$ cat src/rtl/lsu_pkg.sv
// Shared definitions for the load/store unit: access size encodings,
// FSM state encoding, lane-count constants and alignment helpers.
package lsu_pkg;

  typedef enum logic [1:0] {
    SZ_BYTE = 2'b00,
    SZ_HALF = 2'b01,
    SZ_WORD = 2'b10,
    SZ_FULL = 2'b11
  } size_e;

  typedef enum logic [1:0] {
    S_IDLE   = 2'b00,
    S_ACCESS = 2'b01,
    S_DONE   = 2'b10,
    S_ERR    = 2'b11
  } state_e;

  localparam int unsigned LANES_BYTE = 1;
  localparam int unsigned LANES_HALF = 2;
  localparam int unsigned LANES_WORD = 4;

  // Width of the memory-wait counter; covers the full TIMEOUT range 1..255.
  localparam int unsigned CNT_W = 8;

  // Number of byte lanes touched by an access of the given size.
  function automatic int unsigned size_lanes(size_e sz, int unsigned full_lanes);
    int unsigned n;
    case (sz)
      SZ_BYTE: n = LANES_BYTE;
      SZ_HALF: n = LANES_HALF;
      SZ_WORD: n = LANES_WORD;
      default: n = full_lanes;
    endcase
    return n;
  endfunction

  // An access is aligned when its lane offset is a multiple of its size.
  function automatic logic lane_aligned(int unsigned off, size_e sz, int unsigned full_lanes);
    int unsigned n;
    n = size_lanes(sz, full_lanes);
    if (sz == SZ_FULL) return (off == 0);
    return ((off & (n - 1)) == 0);
  endfunction

endpackage

$ cat src/rtl/lsu_lane_extract.sv
// Combinational lane steering for a big-endian data bus: builds byte
// enables and positioned store data, and right-justifies/extends load data.
module lsu_lane_extract
  import lsu_pkg::*;
#(
  parameter int unsigned DATA_W = 32,
  parameter int unsigned LB     = 2
) (
  input  logic [1:0]          size,
  input  logic [LB-1:0]       offset,
  input  logic                sign_ext,
  input  logic [DATA_W-1:0]   wdata,
  input  logic [DATA_W-1:0]   mem_rdata,
  output logic [DATA_W/8-1:0] lane_be,
  output logic [DATA_W-1:0]   lane_wdata,
  output logic [DATA_W-1:0]   lane_rdata
);

  localparam int unsigned NB = DATA_W / 8;

  int unsigned       off_i;
  int unsigned       n_lanes;
  int unsigned       sh_lanes;
  logic [DATA_W-1:0] mask;
  logic [DATA_W-1:0] sel;
  logic              sign;

  // Offset 0 is the most significant lane, so the field sits sh_lanes
  // lanes above bit 0 of the bus.
  always_comb begin
    off_i    = 32'(offset);
    n_lanes  = size_lanes(size_e'(size), NB);
    sh_lanes = 0;
    if (off_i + n_lanes <= NB) sh_lanes = NB - off_i - n_lanes;

    mask = '0;
    for (int unsigned i = 0; i < DATA_W; i++) mask[i] = (i < 8 * n_lanes);

    lane_be = '0;
    for (int unsigned k = 0; k < NB; k++)
      lane_be[k] = (k >= sh_lanes) && (k < sh_lanes + n_lanes);

    lane_wdata = (wdata & mask) << (8 * sh_lanes);
    sel        = (mem_rdata >> (8 * sh_lanes)) & mask;

    sign = 1'b0;
    for (int unsigned i = 0; i < DATA_W; i++)
      if (i == 8 * n_lanes - 1) sign = sel[i];

    lane_rdata = (sign_ext && sign) ? (sel | ~mask) : sel;
  end

endmodule

$ cat src/rtl/load_store_unit.sv
// Load/store unit: accepts one aligned byte/half/word/full access at a time,
// runs a valid/complete handshake with memory with a bounded wait, and
// returns extended load data with a done/err completion pulse.
module load_store_unit
  import lsu_pkg::*;
#(
  parameter int unsigned DATA_W  = 32,
  parameter int unsigned ADDR_W  = 32,
  parameter int unsigned TIMEOUT = 15
) (
  input  logic                clk,
  input  logic                reset,
  input  logic                start,
  input  logic                op_write,
  input  logic [1:0]          size,
  input  logic                sign_ext,
  input  logic [ADDR_W-1:0]   addr,
  input  logic [DATA_W-1:0]   wdata,
  input  logic [DATA_W-1:0]   mem_rdata,
  input  logic                mem_moc,
  output logic [ADDR_W-1:0]   mem_addr,
  output logic [DATA_W-1:0]   mem_wdata,
  output logic [DATA_W/8-1:0] mem_be,
  output logic                mem_mov,
  output logic                mem_rw,
  output logic [DATA_W-1:0]   rdata,
  output logic                busy,
  output logic                done,
  output logic                err
);

  localparam int unsigned NB = DATA_W / 8;
  localparam int unsigned LB = $clog2(NB);

  state_e            state, next_state;
  logic [CNT_W-1:0]  cnt;
  logic              r_write;
  logic              r_sext;
  logic [1:0]        r_size;
  logic [ADDR_W-1:0] r_addr;
  logic [DATA_W-1:0] r_wdata;
  logic              start_ok;
  logic [NB-1:0]     lane_be;
  logic [DATA_W-1:0] lane_wdata;
  logic [DATA_W-1:0] lane_rdata;

  lsu_lane_extract #(
    .DATA_W (DATA_W),
    .LB     (LB)
  ) u_lane (
    .size       (r_size),
    .offset     (r_addr[LB-1:0]),
    .sign_ext   (r_sext),
    .wdata      (r_wdata),
    .mem_rdata  (mem_rdata),
    .lane_be    (lane_be),
    .lane_wdata (lane_wdata),
    .lane_rdata (lane_rdata)
  );

  // Alignment of the incoming request, judged before anything is latched.
  always_comb begin
    start_ok = lane_aligned(32'(addr[LB-1:0]), size_e'(size), NB);
  end

  // State register; reset wins over any start or completion this cycle.
  always_ff @(posedge clk) begin
    if (reset) state <= S_IDLE;
    else       state <= next_state;
  end

  // Next-state and control outputs.
  always_comb begin
    next_state = state;
    busy       = 1'b1;
    done       = 1'b0;
    err        = 1'b0;
    mem_mov    = 1'b0;
    mem_rw     = 1'b0;
    case (state)
      S_IDLE: begin
        busy = 1'b0;
        if (start) next_state = start_ok ? S_ACCESS : S_ERR;
      end
      S_ACCESS: begin
        mem_mov = 1'b1;
        mem_rw  = ~r_write;
        if (mem_moc)                              next_state = S_DONE;
        else if (cnt == CNT_W'(TIMEOUT - 1))      next_state = S_ERR;
      end
      S_DONE: begin
        done       = 1'b1;
        next_state = S_IDLE;
      end
      S_ERR: begin
        done       = 1'b1;
        err        = 1'b1;
        next_state = S_IDLE;
      end
      default: next_state = S_IDLE;
    endcase
  end

  // Bus outputs are driven only while an access is valid, zero otherwise.
  always_comb begin
    mem_addr  = '0;
    mem_wdata = '0;
    mem_be    = '0;
    if (mem_mov) begin
      mem_addr  = {r_addr[ADDR_W-1:LB], {LB{1'b0}}};
      mem_wdata = lane_wdata;
      mem_be    = lane_be;
    end
  end

  // Request capture, wait counter and load result register.
  always_ff @(posedge clk) begin
    if (reset) begin
      cnt     <= '0;
      r_write <= 1'b0;
      r_sext  <= 1'b0;
      r_size  <= '0;
      r_addr  <= '0;
      r_wdata <= '0;
      rdata   <= '0;
    end else begin
      if (state == S_IDLE && start) begin
        r_write <= op_write;
        r_sext  <= sign_ext;
        r_size  <= size;
        r_addr  <= addr;
        r_wdata <= wdata;
      end
      // Held at zero outside ACCESS, so it is already clear on entry.
      if (state != S_ACCESS) cnt <= '0;
      else                   cnt <= cnt + 1'b1;
      if (state == S_ACCESS && mem_moc && !r_write) rdata <= lane_rdata;
    end
  end

endmodule

$ cat config.mk
export PLATFORM = sky130hd
export DESIGN_NAME = load_store_unit
export DESIGN_NICKNAME = d
export VERILOG_FILES = /design/src/rtl/lsu_pkg.sv /design/src/rtl/lsu_lane_extract.sv /design/src/rtl/load_store_unit.sv
export SDC_FILE = /design/constraint.sdc
export NUM_CORES = 1
export LEC_CHECK = 0
export ABC_AREA = 1
export CAP_MARGIN = 20
export CORE_MARGIN = 5
export CORE_UTILIZATION = 30
export DETAILED_ROUTE_END_ITERATION = 10
export SLEW_MARGIN = 15
export SYNTH_ARGS = -nofsm -noshare
export SYNTH_HDL_FRONTEND = slang
export SYNTH_SLANG_ARGS = --single-unit
export TNS_END_PERCENT = 10
$ cat constraint.sdc
create_clock -name clk -period 3.55 [get_ports clk]
set_input_delay 0.355 -clock clk [delete_from_list [all_inputs] [get_ports clk]]
set_output_delay 0.355 -clock clk [all_outputs]
set_load 0.1 [all_outputs]
==> results of run 1 <==
-- worst max-delay path: stages, from the launching register on --
cell and delay, ps:
dfxtp_2 330, inv_2 50, ha_4 260, inv_2 40
fa_2 350, inv_2 60, fa_1 440, nand2_2 90
inv_2 50, ha_4 250, inv_2 60, nor2_2 30
a21o_1 200, xor2_2 180, nand2_2 110, o21ai_2 170
clkinvlp_4 120, buf_12 170
-- state kept, by name, indices dropped and copies added (netlist names) --
name	cells
r_write	1
state	2
rdata	32
r_addr	32
r_wdata	32
cnt	8
r_sext	1
r_size	2
-- power groups by stage --
stage	sequential (mW)	clock, mW	combinational, mW
2_1_floorplan	1.58	0	1.79
3_3_place_gp	1.43	0	2.71
3_5_place_dp	1.43	0	2.73
4_1_cts	1.40	1.12	2.80
5_1_grt	1.42	1.17	3.20
6_report	1.41	1.09	2.98
-- repair_timing --
item	CTS	global route
setup endpoints to repair	34	27
endpoints found under the hold margin	0	0
cloned	0	2
buffers inserted	7	4
pin swaps	15	10
gates resized for setup	22	23
-- cell type report --
| cell class | instances | area, µm² |
|---|---|---|
| sequential | 110 | 2210 |
| timing repair buffer | 249 | 2740 |
| multi-input combinational | 655 | 3740 |
| fill | 2086 | 10700 |
| clock inverter | 7 | 85.1 |
| clock buffer | 9 | 225 |
| tap | 270 | 338 |
| inverter | 107 | 414 |
-- final timing paths --
check                                 from  slack [ps]    endpoint  cells after the start
worst min-delay path            r_addr[15]         460  r_addr[15]                      2
worst max-delay path             r_addr[0]        -130   mem_be[2]                     17
worst max register to register   r_addr[0]         330   rdata[14]                     15
worst min register to register  r_addr[15]         460  r_addr[15]                      2
-- through the flow --
stage                     setup TNS, ps  hold slack, ps  total power [mW]
after detailed placement          -9.37             445              4.16
after global routing              -2810             477              5.78
after CTS                          -639             458              5.33
after floorplan                   -2480             430              3.37
after global placement                0             441              4.14
final                              -382             456              5.48
-- metal layers --
| metal | track usage [%] | up-vias | part of all wire, % |
|---|---|---|---|
| li1 | - | 3488 | - |
| met1 | 23.9 | 3171 | 44 |
| met2 | 29.6 | 245 | 45 |
| met3 | 6.26 | 33 | 8.8 |
| met4 | 5.05 | 2 | 2.1 |
| met5 | 0 | - | 0.030 |
-- layout by cell type, fill, tap and decap left out, types with 6 or more instances in the layout --
master	instances
nor2_1	158
o21ai_0	141
clkdlybuf4s50_1	138
dfxtp_1	106
inv_1	89
a21oi_1	79
nand2_1	72
buf_4	68
nand3_1	42
buf_12	38
a21oi_2	32
nor2_2	19
nand4_1	19
inv_2	14
o21ai_1	12
clkbuf_16	11
ha_1	10
a31oi_4	8
nand3_4	6
o211ai_1	6
-- cell families after synthesis --
logic type	Yosys count
AOI/OAI and AO/OA	297
and+or+nand+nor	339
DFF	110
buffers and inverters	174
adders and majority gates	15
other	1
xor gates and xnor gates	2
==> impl_metrics.json, run 1 <==
{
  "slew-limit-headroom_pct": 30.3,
  "end_kind": "output pin",
  "synth.distinct_cells": 38,
  "async_flop_share_pct": 0,
  "place_ws_ps": -9.37,
  "cts.sinks": 110,
  "insertion_delay_ps": 360,
  "place_area_um2": 9220,
  "synthSimpleGateAreaFrac_pct": 24.0,
  "clock_power_share_pct": 19.9,
  "intPower_mw": 2.88,
  "synth.area.mux_share_pct": 0,
  "synthAdderAreaFrac_pct": 3.23,
  "cts_hold_buf": 0,
  "outcome": "finished, violations left",
  "synth_top_family_by_area": "compound AO/OA/AOI/OAI gates",
  "synth_area_um2": 6270,
  "synth_edf_count": 0,
  "layout-drive-gt1-share_pct": 21.8,
  "drv_slew": 0,
  "grt_max_degree": 62,
  "power.leakage_nw": 3.80,
  "portBuffers": 206,
  "path_clk_slew_ps": 70,
  "post-dp-hpwl_um": 16800,
  "p_comb_share_pct": 54.4,
  "drt_iter0_drc": 487,
  "synthTopCellsByArea": "dfxtp_1, o21ai_0, nor2_1",
  "yosys.cell_count.top_type": "nor2_1",
  "fin_skew_ps": 7.51,
  "clockBufferDepth": 2,
  "p_sw_mw": 2.60,
  "drc": 0,
  "vias": 6939,
  "synth_xor_area_share_pct": 0.279,
  "fin_cells": 1407,
  "dp.cells": 1378,
  "critPathArrivalTime_ps": 3330,
  "chipHeight_um": 155,
  "cts_inserted_buffers": 9,
  "drtPass1Iterations": 4,
  "place.gp.congestion": 0.928,
  "grt_pass1_wl_um": 35900,
  "start_util_pct": 30.7,
  "ys_ff_latch": 110,
  "p_sw_share_pct": 47.4,
  "powerDensity_nw_per_um2": 562,
  "period_minus_slack_ps": 3680,
  "fin_ws_ps": -132,
  "core_um2": 20400,
  "cap_violations": 0,
  "rsz0062_at_grt": "true",
  "postRouteAntennaNets": 0,
  "fin_util_pct": 47.7,
  "min_path_type": "flop to flop",
  "insertedDiodeCount": 0,
  "fmax_mhz": 272,
  "cts_tree": "yes",
  "htreeDepth": 3,
  "synth-compound-area-share_pct": 26.3,
  "finalWirelength_um": 23100,
  "route.detailed.wl_per_inst_um": 16.4,
  "syn_avg_cell_area_um2": 6.68,
  "worstPathRequired_ps": 3190,
  "antenna_found_initial": 1,
  "critical_path_class": "flop to output pin",
  "worst_ir_drop_vdd_v": 0.000372,
  "die-area_um2": 23900,
  "yosysTopAreaCell": "dfxtp_1",
  "root_buffer": "clkbuf_16",
  "grt_pass1_vias": 6723,
  "synthFlopType": "dfxtp_1",
  "p_seq_share_pct": 25.7,
  "finalNetCount": 1251,
  "yosysWarnings": 0,
  "violations": "negative setup slack",
  "min_period_over_period_pct": 104,
  "setup_viol": 5,
  "finalInstanceArea_um2": 9750,
  "seq_area_frac_synth_pct": 35.1,
  "synth_common_cells": "nor2_1, o21ai_0, dfxtp_1, inv_1, a21oi_1",
  "grt_overflow": 0,
  "start_kind": "flop",
  "gr-usage-all-layers_pct": 18.5,
  "tightest_slew_ps": 1040,
  "synth_top_area_share_pct": 35.1,
  "vias_per_cell": 4.93,
  "cp_max_fo": 3,
  "syn_inst": 938,
  "hold_viol_final": 0,
  "die_w_um": 155,
  "ioPinCount": 209,
  "rows": 52,
  "area_delta_synth_final_pct": 55.6
}
No activity file was read; power rests on OpenSTA's default activity.
==> run 2: changes to the inputs <==
Settings changed: CTS_CLUSTER_SIZE from default to 8.
==> results of run 2 <==
No change in the layout: final DEF, timing and power equal those of run 1.
==> RTL edit (flow settings as in run 2) <==
The parameter `ADDR_W` goes from 32 to 64.
--- a/src/rtl/load_store_unit.sv
+++ b/src/rtl/load_store_unit.sv
@@ -5,7 +5,7 @@
   import lsu_pkg::*;
 #(
   parameter int unsigned DATA_W  = 32,
-  parameter int unsigned ADDR_W  = 32,
+  parameter int unsigned ADDR_W  = 64,
   parameter int unsigned TIMEOUT = 15
 ) (
   input  logic                clk,
Interface: changed (resized addr and mem_addr); port bits go from 209 to 273. The function was not compared with the original's and may differ.
==> RTL edit against run 2 <==
The flow still finishes with violations (setup timing); worst setup slack worse by 0.010 ns; area after synthesis increased by 19%; routed wire length is 20% higher; sequential cell count grew 32; cell area is 21% higher; first-iteration DRC count grew 35%; highest routed layer is now met4.
Power is not compared: it rests on default switching activity, and its combinational part moved more than twofold at a synthesized area within 25%.
==> RTL edit: results (changes against run 2) <==
Logic synthesis
  • Seq/Total Area, Yosys: 38.24% (+3.1 points)
  • Syn Area/Cell: 6.722 sq um (+0.59%)

Timing
  • Final setup margin: -0.1420 ns (-0.01016 ns)
  • Fin Clk Skew: 0.01462 ns (+0.007115 ns)
  • # setup viols final: 13 (+8)
  • Hold WS: 0.4511 ns (-0.005071 ns)

Critical path
  • Worst path arrival time: 3.34 ns (about the same)
  • Reg2Reg Setup Slack: 0.53 ns (+0.20 ns)
  • R2r startpoint: r_size[0]

GRT
  • Initial antenna violation count: 0 (-1)
  • First-pass GRT wire length: 43,130 um (+20%)
  • Largest net degree at the start of global routing: 75 (+21%)

Layout
  • Final nets: 1,509 (+21%)
  • # fillers: 2,495 (+20%)
  • Share of layout cells above drive strength 1: 20.82% (-0.99 points)

Detailed routing
  • DR vias/cell: 4.873 (-1.2%)
  • Drt first pass iters: 8 (+4)

CTS
  • H-tree depth reported by CTS: 4 (+1)
  • Worst-skew pair later-pin latency: 0.43 ns (+0.07 ns)

Worst hold path
  • Hold Startpoint: r_addr[51]

Placement
  • Buffers on Ports: 270 (+31%)
  • Placement Cell Area: 10,960 sq um (+19%)
  • Placed Cells: 1,650 (+20%)
  • Dpl hpwl: 20,530 um (+22%)

Outcome
  • Failing checks: setup timing
  • Status: complete, but fails checks
==> RTL edit: final cells by class <==
| class | count | area (sq um) | share of cell area (%) |
|---|---|---|---|
| multi-input cells | 762 | 4234 | 35.89 |
| repair buffers | 313 | 3283 | 27.83 |
| flip-flops and latches | 142 | 2853 | 24.18 |
| inverters | 122 | 473.0 | 4.008 |
| clock buffers | 18 | 439.2 | 3.722 |
| well taps | 324 | 405.4 | 3.436 |
| clock inverters | 12 | 111.4 | 0.9438 |
==> RTL edit: timing repair <==
item                                    4_1_cts  5_1_grt
resized for setup                            30       35
pin swaps                                    11        8
gates cloned                                  0        0
endpoints found under the setup margin       36       36
buffers inserted                              8        5
==> RTL edit: critical path, cell delays in order, from the launching register on <==
cell and delay (ns):
dfxtp_4 0.43, nor2_4 0.06, ha_2 0.19, fa_2 0.36
inv_2 0.06, fa_1 0.43, nand2_2 0.11, inv_2 0.05
ha_4 0.29, nand3_4 0.08, nand2_2 0.10, nand2_1 0.05
nand2_1 0.06, o21ai_2 0.08, nor2_4 0.14, nand2_2 0.07
nand2_2 0.08, clkinvlp_4 0.10, buf_12 0.17
==> RTL edit: final timing paths <==
check                             endpoint  cells after the start
worst max-delay path             mem_be[1]                     18
worst min-delay path            r_addr[51]                      2
worst max register to register    rdata[8]                     18
worst min register to register  r_addr[51]                      2
==> RTL edit: layer usage <==
layer  global-route usage (%)  wire length [um]
met5                        0                 0
met4                    4.481               448
met3                    6.601              2723
met2                    30.17             12440
met1                    25.08             12160
==> RTL edit: kinds of logic after synthesis <==
group | count (synthesis) | share of synthesized area (%)
DFF | 142 | 38.24
adders and majority gates | 15 | 2.726
buffers and inverters | 203 | 10.70
and+or+nand+nor | 394 | 23.02
xor gates and xnor gates | 3 | 0.3535
AOI/OAI and AO/OA | 348 | 24.91
other | 1 | 0.05044
==> RTL edit: report_power, final <==
part           internal, mW  switching, mW  total (mW)
Combinational          2.16           4.84        7.01
Sequential             1.91          0.155        2.07
Clock                 0.980          0.740        1.72
Total                  5.06           5.74        10.8
